## src/rtl/time_counter.sv

```systemverilog
// time_counter: 24-hour hh:mm:ss time-of-day counter.
// Advances one second per seconds strobe while run is high, accepts a
// validated hour/minute load, and flags each second and each midnight wrap.
// Optional build macro PRESCALER_EN: when defined, the seconds strobe is
// generated internally from CLK_FREQ and the tick_1hz port is removed.
module time_counter #(
  parameter int unsigned CLK_FREQ = 100000000
) (
  input  logic        clk,
  input  logic        rst,
`ifdef PRESCALER_EN
`else
  input  logic        tick_1hz,
`endif
  input  logic        run,
  input  logic        set_time,
  input  logic [10:0] time_set_in,
  output logic [16:0] time_out,
  output logic [10:0] time_hm,
  output logic        sec_pulse,
  output logic        new_day
);

  // A zero-frequency clock would leave the prescaler without a terminal count.
  if (CLK_FREQ < 1) begin : g_bad_freq
    $error("time_counter: CLK_FREQ must be at least 1");
  end

  // Load value is accepted only when it names a real time of day.
  function automatic logic hm_valid(input logic [10:0] hm);
    return (hm[10:6] <= 5'd23) && (hm[5:0] <= 6'd59);
  endfunction

  logic [4:0] hour_p1;
  logic [5:0] min_p1;
  logic [5:0] sec_p1;
  logic       sec_pulse_p1;
  logic       new_day_p1;

  logic       strobe_p0;
  logic       load_p0;
  logic       adv_p0;

  // ---- stage p0: decide this cycle's action (load wins over a strobe) ----
  assign load_p0 = set_time && hm_valid(time_set_in);
  assign adv_p0  = run && !set_time && strobe_p0;

`ifdef PRESCALER_EN
  localparam int unsigned CNT_W = (CLK_FREQ > 1) ? $clog2(CLK_FREQ) : 1;
  localparam logic [CNT_W-1:0] PRE_LAST = CNT_W'(CLK_FREQ - 1);

  logic [CNT_W-1:0] pre_cnt;

  // Prescaler: counts clocks while running, restarts on every accepted load.
  always_ff @(posedge clk or posedge rst) begin
    if (rst) begin
      pre_cnt <= '0;
    end else if (load_p0) begin
      pre_cnt <= '0;
    end else if (run) begin
      if (pre_cnt == PRE_LAST) begin
        pre_cnt <= '0;
      end else begin
        pre_cnt <= pre_cnt + 1'b1;
      end
    end
  end

  assign strobe_p0 = run && (pre_cnt == PRE_LAST);
`else
  assign strobe_p0 = tick_1hz;
`endif

  // ---- stage p1: time registers and event flags ----
  // Time-of-day update with cascaded carries; flags last exactly one clock.
  always_ff @(posedge clk or posedge rst) begin
    if (rst) begin
      hour_p1      <= '0;
      min_p1       <= '0;
      sec_p1       <= '0;
      sec_pulse_p1 <= 1'b0;
      new_day_p1   <= 1'b0;
    end else begin
      sec_pulse_p1 <= 1'b0;
      new_day_p1   <= 1'b0;
      if (load_p0) begin
        hour_p1 <= time_set_in[10:6];
        min_p1  <= time_set_in[5:0];
        sec_p1  <= '0;
      end else if (adv_p0) begin
        sec_pulse_p1 <= 1'b1;
        if (sec_p1 == 6'd59) begin
          sec_p1 <= '0;
          if (min_p1 == 6'd59) begin
            min_p1 <= '0;
            if (hour_p1 == 5'd23) begin
              hour_p1    <= '0;
              new_day_p1 <= 1'b1;
            end else begin
              hour_p1 <= hour_p1 + 5'd1;
            end
          end else begin
            min_p1 <= min_p1 + 6'd1;
          end
        end else begin
          sec_p1 <= sec_p1 + 6'd1;
        end
      end
    end
  end

  assign time_out  = {hour_p1, min_p1, sec_p1};
  assign time_hm   = {hour_p1, min_p1};
  assign sec_pulse = sec_pulse_p1;
  assign new_day   = new_day_p1;

endmodule
```

## config.mk

```make
export PLATFORM = sky130hd
export DESIGN_NAME = time_counter
export DESIGN_NICKNAME = d
export VERILOG_FILES = /design/src/rtl/time_counter.sv
export SDC_FILE = /design/constraint.sdc
export NUM_CORES = 1
export LEC_CHECK = 0
export CAP_MARGIN = 20
export CORE_UTILIZATION = 40
export CTS_CLUSTER_SIZE = 20
export DETAILED_ROUTE_END_ITERATION = 7
export HOLD_SLACK_MARGIN = 0.03
export PLACE_DENSITY = 0.74
export SYNTH_ARGS = -nofsm -noshare
export SYNTH_HDL_FRONTEND = slang
export SYNTH_SLANG_ARGS = --single-unit
```

## constraint.sdc

```tcl
create_clock -name clk -period 2.5 [get_ports clk]
set_input_delay 0.5 -clock clk [delete_from_list [all_inputs] [get_ports clk]]
set_output_delay 0.5 -clock clk [all_outputs]
set_load 0.03 [all_outputs]
```

==> flow_summary.json, run 1 <==
{
  "root_buffer": "clkbuf_4",
  "slew_violations": 0,
  "initial_core_util_pct": 42.7,
  "fin_skew_ns": 0.00371,
  "async_flop_share_pct": 100,
  "fin_crit_sh_pct": 81.9,
  "vias": 1117,
  "finalCriticalPeriod_ns": 2.05,
  "ctsHoldBuffers": 0,
  "syn_area_per_cell_sq_um": 9.00,
  "synth_warnings": 0,
  "initialDrtViolationCount": 24,
  "fmax_mhz": 488,
  "synth.area.top_cells": "dfrtp_1 (40%), buf_4 (7.6%), nand2_1 (4.1%), nor2_1 (4.1%), o21ai_0 (3.8%)",
  "hpwl_mm": 2.10,
  "run_status": "finished clean",
  "irDropWorstVdd_mv": 0.394,
  "drc_errors": 0,
  "hold_viol": 0,
  "rows": 19,
  "vias_per_cell": 5.70,
  "power_density_nw_per_um2": 535,
  "fin_tns_setup_ns": 0,
  "critPathLaunchType": "input port",
  "clkTransAtPathRegs_ns": 0.11,
  "cts_resized": 0,
  "syn-num-nets": 151,
  "criticalPathCategory": "in2reg",
  "synth_top_family_by_area": "simple AND/OR/NAND/NOR gates",
  "required_ns": 2.73,
  "grt_pass1_wl_mm": 4.40,
  "maxCapViolations": 0,
  "postSynthCellCount": 132,
  "grt-ovfl-total": 0,
  "drive_gt1_share_pct": 3.03,
  "cp.arrival_ns": 2.28,
  "final_util_pct": 57.0,
  "ys_types": 35,
  "cp_max_fo": 11,
  "synth_simple_gate_area_share_pct": 26.4,
  "tightest_slew_ns": 0.735,
  "ys_seq_elements": 19,
  "power.leakage_nw": 0.662,
  "yosysTopAreaCell": "dfrtp_1",
  "slew_headroom_pct": 51.0,
  "clock-sinks": 19,
  "cts_made_buffers": 3,
  "htree_levels": 1,
  "wl_per_cell_um": 14.4,
  "cts_setup_buffers": 0,
  "synthMuxAreaShare_pct": 2.53,
  "synth_enable_flop_cells": 0,
  "hold_class": "reg2reg",
  "yosys.area_share.adder_pct": 3.16,
  "diodes": 0,
  "setup_viol": 0,
  "synth_common_cells": "dfrtp_1 (19), nand2_1 (13), nor2_1 (13)",
  "core_sq_um": 2780,
  "cts_buffer_depth": 2,
  "io_pins": 46,
  "die-area_sq_um": 3190,
  "fp.dieW_um": 56.5,
  "gp_congestion": 0.815,
  "die_y_um": 56.5,
  "synth_most_common_cell": "dfrtp_1",
  "grt_pass1_vias": 966,
  "grt_start_max_net_pins": 20,
  "final_nets": 185,
  "drt_first_pass_iters": 4,
  "synth_compound_area_share_pct": 16.3,
  "antenna_found_initial": 0,
  "yosys.area_share.xor_xnor_pct": 0,
  "port_buffers": 45,
  "wirelength_mm": 2.83,
  "rsz0062_at_grt": "no",
  "synth_ff_type": "dfrtp_1",
  "cts_tree": "built",
  "grt.total_usage_pct": 17.9,
  "clkLatencyLatePin_ns": 0.30,
  "syn_area_sq_um": 1190,
  "area_growth_pct": 33.5,
  "synth_top_area_share_pct": 40.0,
  "ys_seq_area_share_pct": 40.0,
  "worst_setup_path_end_kind": "flip-flop",
  "drtAntennaViolNets": 0
}
## kinds of logic after synthesis
family	Yosys count
adders and majority gates	3
AOI/OAI and AO/OA	32
buffers and inverters	20
muxes	3
and+or+nand+nor	55
DFF	19
## layout make-up
class | instances | area [sq um]
Sequential cell | 19 | 475
Clock buffer | 4 | 26.3
Inverter | 3 | 11.3
Fill cell | 251 | 1200
Multi-Input combinational cell | 93 | 576
Timing Repair Buffer | 46 | 458
Tap cell | 31 | 38.8
## flip-flops by register name (all words and copies together) (netlist names)
name	flops
new_day	1
min_p1	6
sec_p1	6
sec_pulse	1
hour_p1	5
## path summary, 6_finish.rpt
| path | start | endpoint | slack [ns] | cells after the start |
|---|---|---|---|---|
| setup / recovery | tick_1hz | hour_p1[3]$_DFFE_PP0P_ | 0.45 | 5 |
| hold / removal | sec_p1[1]$_DFFE_PP0P_ | sec_p1[1]$_DFFE_PP0P_ | 0.58 | 2 |
| max in group asynchronous | rst | new_day$_DFF_PP0_ | 1.43 | 2 |
| setup reg to reg | sec_p1[0]$_DFFE_PP0P_ | hour_p1[3]$_DFFE_PP0P_ | 0.48 | 5 |
| hold reg to reg | sec_p1[1]$_DFFE_PP0P_ | sec_p1[1]$_DFFE_PP0P_ | 0.58 | 2 |
| min in group asynchronous | rst | hour_p1[0]$_DFFE_PP0P_ | 0.60 | 2 |
## layer usage
| metal | vias up | global-route usage [%] | part of all wire, % |
|---|---|---|---|
| met5 | - | 0 | 0 |
| met4 | 0 | 5.23 | 0.74 |
| met3 | 4 | 5.53 | 8.4 |
| met2 | 58 | 29.2 | 48 |
| met1 | 519 | 22.8 | 43 |
| li1 | 536 | - | - |
## cell usage in the layout (no fill, tap or decap)
master and instances:
or4b_1 1, dfrtp_1 19, or3b_1 1, nand4_1 1, o211ai_1 3, nand2_1 13, nor2_1 13, a21boi_0 1
nor3_1 2, a211oi_1 1, nand4b_1 3, and2_1 1, and4b_1 3, a31oi_1 6, clkdlybuf4s50_1 45, o21ai_0 9
inv_1 3, a311oi_1 1, and2b_1 1, a22oi_1 1, nand3b_1 1, nand4_4 1, clkbuf_1 1, mux2i_1 3
o311ai_0 1, or4_1 1, o31a_1 1, buf_4 1, nand3_1 6, and3_1 3, or3_1 3, clkbuf_4 3
nor3b_1 1, ha_1 3, a21oi_1 8
## report_power, final
part / total [mW] / switching [mW] / internal [mW]
combinational: 0.319 / 0.181 / 0.138
sequential: 0.371 / 0.0382 / 0.333
clock: 0.157 / 0.0952 / 0.0622
## critical path, cell delays in order
cell             delay, ns
clkdlybuf4s50_1       0.50
and4b_1               0.36
nand4_4               0.20
or4_1                 0.53
a31oi_1               0.18
## through the flow
step	power (mW)	worst slack (ns)	hold slack (ns)	cells	cell area (sq um)
after detailed placement	0.697	0.132	0.550	192	1560
final	0.848	0.451	0.576	196	1590
after global placement	0.691	0.194	0.547	192	1560
after floorplan	0.581	0.452	0.451	132	1190
after global routing	0.893	0.355	0.602	196	1590
after CTS	0.859	0.464	0.570	196	1590
(Power assumes the default switching activity.)
==> inputs of run 2 (changes only) <==
- clock period: 2.5 -> 1.9 ns (I/O delays scaled with it)
==> run 2 against run 1 <==
Wire length grew 6.4%. Worst hold slack lost 0.20 ns. Final cell count grew 6.1%. First-iteration DRC count grew 13%. Clock skew grew 0.0062 ns. Sequential share of layout area shrank 2.1 points. Via count grew 3.9%. Worst setup slack lost 0.38 ns. Critical endpoint is now time_out[15]. Largest power group unchanged.
==> flow_summary.json, run 2 (synthesis gave the netlist of run 1 again) <==
{
  "power_switching_uw": 431,
  "drive_gt1_share_pct": 14.7,
  "crit_end": "time_out[15]",
  "clock-sinks": 19,
  "power_frac_clock_pct": 19.1,
  "cp_top_family": "buffers and inverters",
  "vias": 1161,
  "setup_slack_ns": 0.0669,
  "maxCapViolations": 0,
  "slew_violations": 0,
  "htree_levels": 1,
  "power.leakage_nw": 0.829,
  "irDropWorstVdd_mv": 0.414,
  "fin_tns_setup_ns": 0,
  "port_buffers": 45,
  "final_common_cell": "clkdlybuf4s50_1",
  "io_pins": 46,
  "tightest_slew_ns": 0.484,
  "layoutNonFillerInstCount": 208,
  "grt-ovfl-total": 0,
  "grt_start_max_net_pins": 20,
  "mostFrequentLayoutCells": "clkdlybuf4s50_1 (36), dfrtp_1 (15), nand2_1 (13), nor2_1 (13), buf_4 (13)",
  "p_int_uw": 709,
  "place_area_sq_um": 1670,
  "stdcell_area_sq_um": 1720,
  "cts_tree": "built",
  "clkTransAtPathRegs_ns": 0.13,
  "path_buf_inv": 1,
  "final_nets": 197,
  "top_regs": "min_p1 x6, sec_p1 x6, hour_p1 x5",
  "slew_headroom_pct": 67.7,
  "antenna_found_initial": 0,
  "drtAntennaViolNets": 0,
  "criticalPathCategory": "reg2out",
  "core_sq_um": 2780,
  "crit_slowest_cell": "clkdlybuf4s50_1",
  "diodes": 0,
  "run_status": "finished clean",
  "clkLatencyLatePin_ns": 0.31,
  "finalCriticalPeriod_ns": 1.83,
  "rr_worst_depth": 6,
  "wl_per_cell_um": 14.5,
  "crit_path_start": "hour_p1[3]$_DFFE_PP0P_",
  "fillers": 252,
  "drc_errors": 0,
  "initialDrtViolationCount": 27,
  "rows": 19,
  "worstPathCellList": "clkdlybuf4s50_1",
  "critPathLaunchType": "flip-flop",
  "r2r_start": "sec_p1[1]$_DFFE_PP0P_",
  "cts_made_buffers": 3,
  "rrSetupSlack_ns": 0.09,
  "grt.total_usage_pct": 20.4,
  "hold_class": "in2async",
  "drt_first_pass_iters": 4,
  "vias_per_cell": 5.58,
  "setup_viol": 0,
  "initial_core_util_pct": 42.7,
  "seqPwrFrac_pct": 43.0,
  "wirelength_mm": 3.01,
  "fmax_mhz": 546,
  "cts_buffer_depth": 2,
  "die-area_sq_um": 3190,
  "cp.arrival_ns": 1.45,
  "critical_path.max_stage_delay_ns": 0.71,
  "worstReg2RegEnd": "hour_p1[1]$_DFFE_PP0P_",
  "die_y_um": 56.5,
  "worst-path-stages": 1,
  "root_buffer": "clkbuf_4",
  "fp.dieW_um": 56.5,
  "hold_viol": 0,
  "rsz0062_at_grt": "yes",
  "hpwl_mm": 2.28,
  "fin_hold_ws_ns": 0.380,
  "gp_congestion": 0.805,
  "dp.cells": 204,
  "combPwrFrac_pct": 37.9,
  "fin_skew_ns": 0.00994,
  "required_ns": 1.52,
  "power_density_nw_per_um2": 663,
  "worst_setup_path_end_kind": "primary output",
  "cp_max_fo": 7,
  "post-place-ws_ns": -0.292,
  "swShare_pct": 37.8,
  "area_growth_pct": 44.9,
  "cts_setup_buffers": 0,
  "fin_crit_sh_pct": 96.5,
  "grt_pass1_vias": 1157,
  "grt_pass1_wl_mm": 5.13
}
run 2: cell count changes in the layout (fill, tap and decap cells not counted), moves of 2 or more:
cell,delta
clkdlybuf4s50_1,-9
and4b_1,-2
dfrtp_2,+4
dlymetal6s2s_1,+9
and4b_2,+2
dfrtp_1,-4
buf_4,+12
run 2: how the worst min path moves through the flow:
stage	start	end	slack, ns	depth (start not counted)
2_1_floorplan	rst	hour_p1[0]$_DFFE_PP0P_	0.33	1
3_3_place_gp	sec_p1[4]$_DFFE_PP0P_	sec_p1[4]$_DFFE_PP0P_	0.58	2
3_5_place_dp	sec_p1[1]$_DFFE_PP0P_	sec_p1[1]$_DFFE_PP0P_	0.59	2
4_1_cts	rst	sec_pulse$_DFF_PP0_	0.39	3
5_1_grt	rst	hour_p1[1]$_DFFE_PP0P_	0.41	3
6_report	rst	sec_p1[2]$_DFFE_PP0P_	0.38	3
run 2: per-stage QoR:
step                utilization (%)  total power [mW]
finish                         61.9              1.14
global route                   61.9              1.20
CTS                            61.0              1.15
detailed placement             59.9             0.935
global placement               59.9             0.924
floorplan                         -             0.769
run 2: layout make-up:
| class | count | area, sq um | area share, % |
|---|---|---|---|
| Multi-Input combinational cell | 93 | 592 | 34.4 |
| Timing Repair Buffer | 58 | 571 | 33.2 |
| Sequential cell | 19 | 480 | 27.9 |
| Tap cell | 31 | 38.8 | 2.25 |
| Clock buffer | 3 | 22.5 | 1.31 |
| Inverter | 3 | 11.3 | 0.655 |
| Clock inverter | 1 | 5.00 | 0.291 |
run 2: timing repair:
item / in CTS / in global routing
gates resized for setup: 1 / 11
hold buffers: 0 / 0
endpoints found under the setup margin: 1 / 11
run 2: power by group through the flow:
stage / Sequential, mW / Combinational (mW) / Clock (mW)
floorplan: 0.557 / 0.211 / 0
global placement: 0.495 / 0.429 / 0
detailed placement: 0.499 / 0.436 / 0
CTS: 0.491 / 0.437 / 0.225
global route: 0.500 / 0.462 / 0.237
finish: 0.490 / 0.432 / 0.218
run 2: metal layers:
layer / global-route usage, % / part of all wire, % / up-vias
li1: - / - / 564
met1: 24.6 / 41 / 563
met2: 36.6 / 54 / 32
met3: 2.30 / 4.5 / 2
met4: 8.01 / 0.53 / 0
met5: 0 / 0 / -
